File: config.mk
export PLATFORM = sky130hd
export DESIGN_NAME = usb_ep_reg_bank_flat
export DESIGN_NICKNAME = d
export VERILOG_FILES = /design/src/rtl/usb_reg_pkg.sv /design/src/rtl/usb_ep_reg_bank_if.sv /design/src/rtl/usb_byte_serializer.sv /design/src/rtl/usb_ep_reg_bank.sv /design/src/flat_wrapper.sv
export SDC_FILE = /design/constraint.sdc
export NUM_CORES = 1
export LEC_CHECK = 0
export CELL_PAD_IN_SITES_DETAIL_PLACEMENT = 0
export CELL_PAD_IN_SITES_GLOBAL_PLACEMENT = 1
export CORE_MARGIN = 2
export CORE_UTILIZATION = 40
export CTS_CLUSTER_SIZE = 16
export DETAILED_ROUTE_END_ITERATION = 6
export GPL_ROUTABILITY_DRIVEN = 0
export PLACE_DENSITY_LB_ADDON = 0.1
export RECOVER_POWER = 25
export SYNTH_ARGS = -nofsm -noshare
export SYNTH_HDL_FRONTEND = slang
export SYNTH_HIERARCHICAL = 1
export SYNTH_SLANG_ARGS = --single-unit
File: constraint.sdc
create_clock -name clk -period 4.9 [get_ports clk]
set_input_delay 0.98 -clock clk [delete_from_list [all_inputs] [get_ports clk]]
set_output_delay 0.98 -clock clk [all_outputs]
set_load 0.02 [all_outputs]
File: src/rtl/usb_reg_pkg.sv
// usb_reg_pkg: shared register map, packet codes and FSM states for
// the endpoint register bank and its byte serializer.
package usb_reg_pkg;

    typedef enum logic [3:0] {
        SEL_DATA     = 4'd0,
        SEL_STATUS   = 4'd1,
        SEL_ERROR    = 4'd2,
        SEL_OCCUP    = 4'd3,
        SEL_TX_CTRL  = 4'd4,
        SEL_FLUSH    = 4'd5,
        SEL_IRQ_MASK = 4'd6
    } reg_sel_e;

    typedef enum logic [2:0] {
        RX_OUT   = 3'd0,
        RX_IN    = 3'd1,
        RX_DATA0 = 3'd2,
        RX_DATA1 = 3'd3,
        RX_ACK   = 3'd4,
        RX_NAK   = 3'd5,
        RX_STALL = 3'd6
    } rx_pkt_e;

    typedef enum logic [1:0] {
        TX_ACK   = 2'd0,
        TX_NAK   = 2'd1,
        TX_DATA  = 2'd2,
        TX_STALL = 2'd3
    } tx_pkt_e;

    localparam logic [2:0] TXC_DATA  = 3'd1;
    localparam logic [2:0] TXC_ACK   = 3'd2;
    localparam logic [2:0] TXC_NAK   = 3'd3;
    localparam logic [2:0] TXC_STALL = 3'd4;

    localparam int ST_RDY = 0;
    localparam int ST_IN  = 1;
    localparam int ST_OUT = 2;
    localparam int ST_ACK = 3;
    localparam int ST_NAK = 4;

    localparam int ER_RX  = 0;
    localparam int ER_TX  = 1;
    localparam int ER_OVF = 2;
    localparam int ER_UNF = 3;

    typedef enum logic [1:0] {
        TX_IDLE, TX_ARM, TX_LAUNCH, TX_ACTIVE
    } tx_state_e;

    typedef enum logic [1:0] {
        SER_IDLE, SER_WR, SER_RD, SER_DONE
    } ser_state_e;

    function automatic tx_pkt_e tx_map(input logic [2:0] code);
        case (code)
            TXC_DATA: tx_map = TX_DATA;
            TXC_ACK:  tx_map = TX_ACK;
            TXC_NAK:  tx_map = TX_NAK;
            default:  tx_map = TX_STALL;
        endcase
    endfunction

endpackage

File: src/rtl/usb_ep_reg_bank_if.sv
// usb_ep_reg_bank_if: decoded bus access channel between the AHB-lite
// slave decoder (master) and the endpoint register bank (slave).
interface usb_ep_reg_bank_if #(
    parameter int DATA_W = 32
);
    logic              access_valid;
    logic              access_write;
    logic [1:0]        access_size;
    logic [3:0]        reg_sel;
    logic [DATA_W-1:0] wdata;
    logic [DATA_W-1:0] rdata;
    logic              rdata_valid;
    logic              busy;

    modport master (
        output access_valid, access_write, access_size,
        output reg_sel, wdata,
        input  rdata, rdata_valid, busy
    );

    modport slave (
        input  access_valid, access_write, access_size,
        input  reg_sel, wdata,
        output rdata, rdata_valid, busy
    );
endinterface

File: src/rtl/usb_byte_serializer.sv
// usb_byte_serializer: turns one DATA access into LSB-first byte
// push or pop strobes toward the endpoint FIFO.
module usb_byte_serializer
    import usb_reg_pkg::*;
#(
    parameter int DATA_W = 32,
    parameter int IDX_W  = $clog2(DATA_W / 8)
) (
    input  logic              clk_i,
    input  logic              rst_i,
    input  logic              start_wr_i,
    input  logic              start_rd_i,
    input  logic [IDX_W-1:0]  last_i,
    input  logic [DATA_W-1:0] wdata_i,
    input  logic [7:0]        rx_data_i,
    output logic              busy_o,
    output logic              push_o,
    output logic              pop_o,
    output logic              done_o,
    output logic [7:0]        tx_data_o,
    output logic [DATA_W-1:0] rdata_o
);
    ser_state_e        state_q;
    logic [IDX_W-1:0]  idx_q;
    logic [IDX_W-1:0]  last_q;
    logic [DATA_W-1:0] shift_q;

    always_ff @(posedge clk_i or posedge rst_i) begin
        if (rst_i) begin
            state_q <= SER_IDLE;
            idx_q   <= '0;
            last_q  <= '0;
            shift_q <= '0;
        end else begin
            unique case (state_q)
                SER_IDLE: begin
                    idx_q  <= '0;
                    last_q <= last_i;
                    if (start_wr_i) begin
                        state_q <= SER_WR;
                        shift_q <= wdata_i;
                    end else if (start_rd_i) begin
                        state_q <= SER_RD;
                        shift_q <= '0;
                    end
                end
                SER_WR: begin
                    shift_q <= shift_q >> 8;
                    idx_q   <= idx_q + 1'b1;
                    if (idx_q == last_q) state_q <= SER_IDLE;
                end
                SER_RD: begin
                    // Byte k lands in lane k, upper lanes stay zero
                    shift_q[{idx_q, 3'b000} +: 8] <= rx_data_i;
                    idx_q <= idx_q + 1'b1;
                    if (idx_q == last_q) state_q <= SER_DONE;
                end
                SER_DONE: state_q <= SER_IDLE;
            endcase
        end
    end

    assign busy_o    = (state_q != SER_IDLE);
    assign push_o    = (state_q == SER_WR);
    assign pop_o     = (state_q == SER_RD);
    assign done_o    = (state_q == SER_DONE);
    assign tx_data_o = push_o ? shift_q[7:0] : 8'h00;
    assign rdata_o   = shift_q;
endmodule

File: src/rtl/usb_ep_reg_bank.sv
// usb_ep_reg_bank: endpoint register bank with FIFO burst serializing.
// Define USB_EP_IRQ_EN to add the IRQ_MASK register and irq output.
module usb_ep_reg_bank
    import usb_reg_pkg::*;
#(
    parameter int DATA_W    = 32,
    parameter int BUF_DEPTH = 64,
    parameter int OCC_W     = 7
) (
    input  logic             clk,
    input  logic             rst,
    usb_ep_reg_bank_if.slave bus,
    input  logic [2:0]       rx_packet,
    input  logic             rx_data_ready,
    input  logic             rx_transfer_active,
    input  logic             rx_error,
    input  logic             tx_transfer_active,
    input  logic             tx_error,
    input  logic [OCC_W-1:0] buffer_occupancy,
    input  logic [7:0]       rx_data,
    output logic             get_rx_data,
    output logic             store_tx_data,
    output logic [7:0]       tx_data,
    output logic [1:0]       tx_packet,
    output logic             tx_start,
    output logic             clear,
    output logic             d_mode,
    output logic             irq
);
    localparam int BYTES = DATA_W / 8;
    localparam int IDX_W = $clog2(BYTES);

    reg_sel_e          sel;
    logic              acc, rd, wr, is_data;
    logic [31:0]       n_bytes, occ32;
    logic              ovf, unf, occ_zero;
    logic              ser_busy, ser_done;
    logic [DATA_W-1:0] ser_rdata;
    logic [4:0]        status_q, st_set;
    logic [3:0]        error_q, er_set;
    logic              flush_q;
    logic [DATA_W-1:0] rmux, rdata_q;
    logic              rv_q;
    tx_state_e         tx_state_q;
    logic [2:0]        tx_ctrl_q;
    logic              seen_q, tx_start_q, tx_load, tx_go;
    tx_pkt_e           tx_packet_q;

    assign sel      = reg_sel_e'(bus.reg_sel);
    assign acc      = bus.access_valid & ~bus.busy;
    assign rd       = acc & ~bus.access_write;
    assign wr       = acc & bus.access_write;
    assign is_data  = (sel == SEL_DATA);
    assign occ32    = 32'(buffer_occupancy);
    assign occ_zero = (buffer_occupancy == '0);

    always_comb begin
        n_bytes = 32'd1 << bus.access_size;
        if (n_bytes > 32'(BYTES)) n_bytes = 32'(BYTES);
    end

    assign ovf = n_bytes > (32'(BUF_DEPTH) - occ32);
    assign unf = occ32 < n_bytes;

    usb_byte_serializer #(.DATA_W(DATA_W), .IDX_W(IDX_W)) u_ser (
        .clk_i      (clk),
        .rst_i      (rst),
        .start_wr_i (wr & is_data & ~ovf),
        .start_rd_i (rd & is_data & ~unf),
        .last_i     (IDX_W'(n_bytes - 32'd1)),
        .wdata_i    (bus.wdata),
        .rx_data_i  (rx_data),
        .busy_o     (ser_busy),
        .push_o     (store_tx_data),
        .pop_o      (get_rx_data),
        .done_o     (ser_done),
        .tx_data_o  (tx_data),
        .rdata_o    (ser_rdata)
    );

    always_comb begin
        st_set = '0;
        if (rx_data_ready) begin
            st_set[ST_RDY] = (rx_packet == RX_DATA0) || (rx_packet == RX_DATA1);
            st_set[ST_IN]  = (rx_packet == RX_IN);
            st_set[ST_OUT] = (rx_packet == RX_OUT);
            st_set[ST_ACK] = (rx_packet == RX_ACK);
            st_set[ST_NAK] = (rx_packet == RX_NAK);
        end
        er_set         = '0;
        er_set[ER_RX]  = rx_error;
        er_set[ER_TX]  = tx_error;
        er_set[ER_OVF] = wr & is_data & ovf;
        er_set[ER_UNF] = rd & is_data & unf;
    end

    // Sticky bits: a new event in the clearing read cycle survives it
    always_ff @(posedge clk or posedge rst) begin
        if (rst) begin
            status_q <= '0;
            error_q  <= '0;
        end else begin
            status_q[4:1] <= ((rd && sel == SEL_STATUS) ? 4'b0 : status_q[4:1])
                           | st_set[4:1];
            if (st_set[ST_RDY]) status_q[ST_RDY] <= 1'b1;
            else if (occ_zero)  status_q[ST_RDY] <= 1'b0;
            error_q <= ((rd && sel == SEL_ERROR) ? 4'b0 : error_q) | er_set;
        end
    end

    always_ff @(posedge clk or posedge rst) begin
        if (rst) begin
            flush_q <= 1'b0;
        end else if (flush_q && occ_zero) begin
            flush_q <= 1'b0;
        end else if (wr && sel == SEL_FLUSH && bus.wdata != '0) begin
            flush_q <= 1'b1;
        end
    end

    assign tx_load = wr && sel == SEL_TX_CTRL && tx_ctrl_q == '0
                  && bus.wdata != '0 && bus.wdata <= DATA_W'(4);
    assign tx_go   = !tx_transfer_active
                  && (tx_ctrl_q != TXC_DATA || !occ_zero);

    always_ff @(posedge clk or posedge rst) begin
        if (rst) begin
            tx_state_q  <= TX_IDLE;
            tx_ctrl_q   <= '0;
            seen_q      <= 1'b0;
            tx_start_q  <= 1'b0;
            tx_packet_q <= TX_ACK;
        end else begin
            tx_start_q <= 1'b0;
            if (tx_load) tx_ctrl_q <= bus.wdata[2:0];
            unique case (tx_state_q)
                TX_IDLE: if (tx_ctrl_q != '0) tx_state_q <= TX_ARM;
                TX_ARM: if (tx_go) begin
                    tx_state_q  <= TX_LAUNCH;
                    tx_start_q  <= 1'b1;
                    tx_packet_q <= tx_map(tx_ctrl_q);
                end
                TX_LAUNCH: begin
                    tx_state_q  <= TX_ACTIVE;
                    seen_q      <= tx_transfer_active;
                    tx_packet_q <= TX_ACK;
                end
                TX_ACTIVE: begin
                    if (tx_transfer_active) begin
                        seen_q <= 1'b1;
                    end else if (seen_q) begin
                        tx_ctrl_q  <= '0;
                        tx_state_q <= TX_IDLE;
                    end
                end
            endcase
        end
    end

`ifdef USB_EP_IRQ_EN
    logic [8:0] mask_q;

    always_ff @(posedge clk or posedge rst) begin
        if (rst) mask_q <= '0;
        else if (wr && sel == SEL_IRQ_MASK) mask_q <= bus.wdata[8:0] & 9'h11F;
    end

    assign irq = |(status_q & mask_q[4:0]) | (mask_q[8] & |error_q);
`else
    assign irq = 1'b0;
`endif

    always_comb begin
        rmux = '0;
        case (sel)
            SEL_STATUS:  rmux = DATA_W'({tx_transfer_active,
                                         rx_transfer_active, status_q});
            SEL_ERROR:   rmux = DATA_W'(error_q);
            SEL_OCCUP:   rmux = DATA_W'(buffer_occupancy);
            SEL_TX_CTRL: rmux = DATA_W'(tx_ctrl_q);
            SEL_FLUSH:   rmux = DATA_W'(flush_q);
`ifdef USB_EP_IRQ_EN
            SEL_IRQ_MASK: rmux = DATA_W'(mask_q);
`endif
            default:     rmux = '0;
        endcase
    end

    // DATA reads that underflow complete here with zero data
    always_ff @(posedge clk or posedge rst) begin
        if (rst) begin
            rv_q    <= 1'b0;
            rdata_q <= '0;
        end else begin
            rv_q <= rd & (~is_data | unf);
            if (rd) rdata_q <= rmux;
        end
    end

    assign bus.rdata       = ser_done ? ser_rdata : rdata_q;
    assign bus.rdata_valid = ser_done | rv_q;
    assign bus.busy        = ser_busy | flush_q;
    assign clear           = flush_q;
    assign tx_start        = tx_start_q;
    assign tx_packet       = tx_packet_q;
    assign d_mode          = tx_transfer_active;
endmodule

File: src/flat_wrapper.sv
// flat-port wrapper written by rule: the top's interface ports become plain ports
module usb_ep_reg_bank_flat import usb_reg_pkg::*;
#(
    parameter int DATA_W    = 32,
    parameter int BUF_DEPTH = 64,
    parameter int OCC_W     = 7
)
  (clk, rst, rx_packet, rx_data_ready, rx_transfer_active, rx_error, tx_transfer_active, tx_error, buffer_occupancy, rx_data, get_rx_data, store_tx_data, tx_data, tx_packet, tx_start, clear, d_mode, irq, bus_access_valid, bus_access_write, bus_access_size, bus_reg_sel, bus_wdata, bus_rdata, bus_rdata_valid, bus_busy);
  usb_ep_reg_bank_if #(.DATA_W(DATA_W)) bus_i ();
  input  logic clk;
  input  logic rst;
  input  logic [2:0] rx_packet;
  input  logic rx_data_ready;
  input  logic rx_transfer_active;
  input  logic rx_error;
  input  logic tx_transfer_active;
  input  logic tx_error;
  input  logic [OCC_W-1:0] buffer_occupancy;
  input  logic [7:0] rx_data;
  output logic get_rx_data;
  output logic store_tx_data;
  output logic [7:0] tx_data;
  output logic [1:0] tx_packet;
  output logic tx_start;
  output logic clear;
  output logic d_mode;
  output logic irq;
  input wire logic [$bits(bus_i.access_valid)-1:0] bus_access_valid;
  input wire logic [$bits(bus_i.access_write)-1:0] bus_access_write;
  input wire logic [$bits(bus_i.access_size)-1:0] bus_access_size;
  input wire logic [$bits(bus_i.reg_sel)-1:0] bus_reg_sel;
  input wire logic [$bits(bus_i.wdata)-1:0] bus_wdata;
  output wire logic [$bits(bus_i.rdata)-1:0] bus_rdata;
  output wire logic [$bits(bus_i.rdata_valid)-1:0] bus_rdata_valid;
  output wire logic [$bits(bus_i.busy)-1:0] bus_busy;
  assign bus_i.access_valid = bus_access_valid;
  assign bus_i.access_write = bus_access_write;
  assign bus_i.access_size = bus_access_size;
  assign bus_i.reg_sel = bus_reg_sel;
  assign bus_i.wdata = bus_wdata;
  assign bus_rdata = bus_i.rdata;
  assign bus_rdata_valid = bus_i.rdata_valid;
  assign bus_busy = bus_i.busy;
  usb_ep_reg_bank #(.DATA_W(DATA_W), .BUF_DEPTH(BUF_DEPTH), .OCC_W(OCC_W)) u_core (.clk(clk), .rst(rst), .bus(bus_i), .rx_packet(rx_packet), .rx_data_ready(rx_data_ready), .rx_transfer_active(rx_transfer_active), .rx_error(rx_error), .tx_transfer_active(tx_transfer_active), .tx_error(tx_error), .buffer_occupancy(buffer_occupancy), .rx_data(rx_data), .get_rx_data(get_rx_data), .store_tx_data(store_tx_data), .tx_data(tx_data), .tx_packet(tx_packet), .tx_start(tx_start), .clear(clear), .d_mode(d_mode), .irq(irq));
endmodule
==> impl_results.md <==
* Max-slew violation count at 39
* Count of max-cap constraint violations at 1
* Arrival time worst endpoint at 4.12 ns
* Total number of nets in the final design at 626
* Footprint of the flip-flops and latches at 1630 µm²
* Number of setup buffers added after CTS at 0
* Fill cell count at 979
* Critical path required time at 5.10 ns
* Shortest clock period the worst path allows after layout at 3.92 ns
* DRC viols at 0
* Total Die Area at 11600 µm²
* Post-synthesis average cell area at 9.89 µm²
* Final global-route overflow total at 0
* Area growth, synth to finish at 32.3%
* Summed instance area of the synthesized netlist at 4300 µm²
* Final ANT Viol Nets at 0
* Iter 0 DRT Violations at 234
* Maximum fanout encountered on the critical timing path at 32
* Register bit total from synthesis at 65
* Initial antenna violation count at 0
* Worst ir drop on vdd at 0.000254 V
* Gate Count Post-Synth at 435
* Hold bufs inserted after CTS at 0
* Number of antenna repair diodes at 0
* Setup_tns at 0 ns
* Max Clk Rate at 255 MHz
* Hold/Removal Path Class: flop to flop
* Asr flop ratio synth at 1.00
* Number of setup violations in the final report at 0
* Maximum number of pins on one net before global-route repair at 39
* Part of the power in the clock network at 0.219
* Total area of multi-input combinational cells at 2470 µm²
* Number of global-route vias before repair at 3952
* Dominant synthesized flop cell: sky130_fd_sc_hd__dfrtp_1
* Power density over the cells at 374 nW/µm²
* DIE WIDTH at 108 µm
* Endpoint kind of the worst setup timing path: flop
* Setup Skew at 0.00595 ns
* CTS resizes at 0
* Clock latency on the worst-skew pair at 0.34 ns
* Final HPWL DP at 9890 µm
* Vias per cell at 5.80
* Clock tree from TritonCTS: built
* Number of enable flip-flop cells after synthesis at 0
* Number of sinks handled by clock tree synthesis at 65
* Sw Share at 0.418
* Flop pwr share at 0.318
* Ys Warns at 6
* Input/output buffers at 113
* Share of final-layout standard cells stronger than drive strength 1 at 0.0778
* Fraction of the cycle the final worst path needs at 0.800
* Count of vias placed by the detailed router at 3924
* Violated checks: max-capacitance violations, max-slew violations
* Root buf cell: sky130_fd_sc_hd__clkbuf_8
* Global routing usage summed across all routing layers at 0.230
* Hold violation count in the final report at 0
* Cell variety after synth at 60
* Max H-tree Level at 3
* Worst-Margin Slew at 2.14 ns
* Core region area at 10400 µm²
* Chip Height at 108 µm
* Number of search-and-repair iterations in the first detailed-routing pass at 6
* Initial core utilization at 0.415
* Max-Slew Margin vs Limit at -0.425
* Switch Pwr at 890 µW
* Outcome: complete, but fails checks
* First-pass GRT wire length at 20700 µm
* Placement Rows at 37
* Number of buffers inserted during clock tree synthesis at 9
* Total non-filler cell area in the finished layout at 5690 µm²
* Deepest clock path buffer count at 2
* Startpoint-to-endpoint class of the critical path: input port to flop
* Leakage dissipation at 0.00231 µW
* Ports placed on the boundary at 115
* Worst-path clk slew at 0.07 ns
* Kind of launch point of the worst setup path: input port
* Design internal power at 1240 µW
* Placement-stage cell area at 5500 µm²
* Setup repair after global routing missed its margin: false
* Sequential-to-total area share from yosys stat at 0.378
* Share of total power in combinational logic at 0.463
* Post-Route WL at 13100 µm
* Routed wire per std cell at 19.4 µm
* Post-route worst hold slack at 0.476 ns
==> state kept, by name, indices dropped and copies added (netlist names), 2 cells and up <==
name                  cells
u_core/u_ser/rdata_o     32
u_core/rdata_q            7
u_core/status_q           5
u_core/error_q            4
u_core/tx_ctrl_q          3
u_core/tx_packet          2
u_core/tx_state_q         2
u_core/u_ser/idx_q        2
u_core/u_ser/last_q       2
u_core/u_ser/state_q      2
==> stage by stage <==
step                      cells  setup slack [ns]   util  power [µW]
after detailed placement    661             0.651  0.531        1680
final                       676             0.979  0.549        2130
after global placement      661             0.799  0.531        1660
after CTS                   676             0.995  0.549        2140
after floorplan             436              1.63      -        1360
after global routing        676             0.738  0.549        2270
==> worst max-delay path, cell delays in order <==
cell                              delay, ns
sky130_fd_sc_hd__clkdlybuf4s50_1       0.50
sky130_fd_sc_hd__inv_1                 0.12
sky130_fd_sc_hd__ha_1                  0.18
sky130_fd_sc_hd__or3b_4                0.42
sky130_fd_sc_hd__a211o_2               0.32
sky130_fd_sc_hd__a21oi_1               0.14
sky130_fd_sc_hd__o21ai_0               0.10
sky130_fd_sc_hd__nor2b_1               0.19
sky130_fd_sc_hd__nor3b_1               0.40
sky130_fd_sc_hd__or2_2                 0.60
sky130_fd_sc_hd__o2bb2ai_1             0.16
==> worst paths after layout <==
| check | startpoint | to | slack, ns | cells after the start |
|---|---|---|---|---|
| min in group asynchronous | rst | u_core/tx_start | 1.37 | 2 |
| min | u_core/rdata_q[5] | u_core/rdata_q[5] | 0.48 | 2 |
| min reg2reg | u_core/rdata_q[5] | u_core/rdata_q[5] | 0.48 | 2 |
| max | buffer_occupancy[1] | u_core/u_ser/rdata_o[9] | 0.98 | 11 |
| max reg2reg | u_core/u_ser/state_q[0] | u_core/u_ser/rdata_o[17] | 2.10 | 10 |
| max in group asynchronous | rst | u_core/u_ser/last_q[1] | 1.80 | 3 |
==> per-layer routing <==
metal | up-vias | GRT usage | share of wire
li1 | 1859 | - | -
met1 | 1879 | 0.297 | 0.42
met2 | 166 | 0.384 | 0.48
met3 | 20 | 0.0472 | 0.076
met4 | 0 | 0.0788 | 0.017
met5 | - | 0 | 0
==> cells in the final DEF, fill, tap and decap left out, types with 4 or more instances in the layout <==
cell and count:
sky130_fd_sc_hd__nand2_1 26, sky130_fd_sc_hd__a32oi_1 4, sky130_fd_sc_hd__mux2_2 11, sky130_fd_sc_hd__o2bb2ai_1 32
sky130_fd_sc_hd__clkdlybuf4s50_1 110, sky130_fd_sc_hd__nor3_1 4, sky130_fd_sc_hd__o21ai_0 18, sky130_fd_sc_hd__o21ai_1 5
sky130_fd_sc_hd__nor4b_1 4, sky130_fd_sc_hd__nand2b_1 5, sky130_fd_sc_hd__dfrtp_1 65, sky130_fd_sc_hd__a21oi_1 9
sky130_fd_sc_hd__clkbuf_8 11, sky130_fd_sc_hd__nor2_1 16, sky130_fd_sc_hd__nor4_1 11, sky130_fd_sc_hd__nor2b_1 9
sky130_fd_sc_hd__ha_1 25, sky130_fd_sc_hd__nand3_1 4, sky130_fd_sc_hd__and2_1 34, sky130_fd_sc_hd__inv_1 23
sky130_fd_sc_hd__a22o_1 9, sky130_fd_sc_hd__mux2i_1 10, sky130_fd_sc_hd__a22oi_1 8, sky130_fd_sc_hd__nand4_1 7
sky130_fd_sc_hd__a222oi_1 19
==> power groups by stage <==
stage               Sequential, µW  Clock [µW]  Combinational [µW]
floorplan                      679           0                 680
global placement               686           0                 976
detailed placement             689           0                 988
CTS                            678         474                 992
global route                   688         498                1090
finish                         677         467                 987
==> cells by family after synthesis <==
family / share of synthesized area
buffers and inverters: 0.0503
adder cells (fa/ha/maj): 0.0727
XOR/XNOR: 0.0102
flip-flops: 0.378
other: 0.00175
multiplexers: 0.0555
AND/OR/NAND/NOR: 0.200
AO/OA/AOI/OAI: 0.231
==> layout make-up <==
| type | count | area share |
|---|---|---|
| inverter | 23 | 0.0152 |
| tap | 136 | 0.0299 |
| sequential | 65 | 0.286 |
| multi-input combinational | 321 | 0.433 |
| clock buffer | 12 | 0.0272 |
| clock inverter | 3 | 0.00703 |
| timing repair buffer | 116 | 0.202 |
==> synthesized netlist by cell type, drive strengths merged, types with 7 or more instances <==
library cell,n,area share
dfrtp,65,0.38
and2,34,0.049
o2bb2ai,32,0.065
nand2,26,0.023
ha,25,0.073
inv,23,0.020
o21ai,23,0.027
a222oi,19,0.044
buf,17,0.021
nor2,16,0.014
mux2,12,0.032
nor4,12,0.021
clkbuf,10,0.0090
mux2i,10,0.023
nor2b,10,0.015
a21oi,9,0.010
a22o,9,0.018
a22oi,8,0.014
nand4,7,0.010
Note: power is estimated with default switching activity, not from simulation.
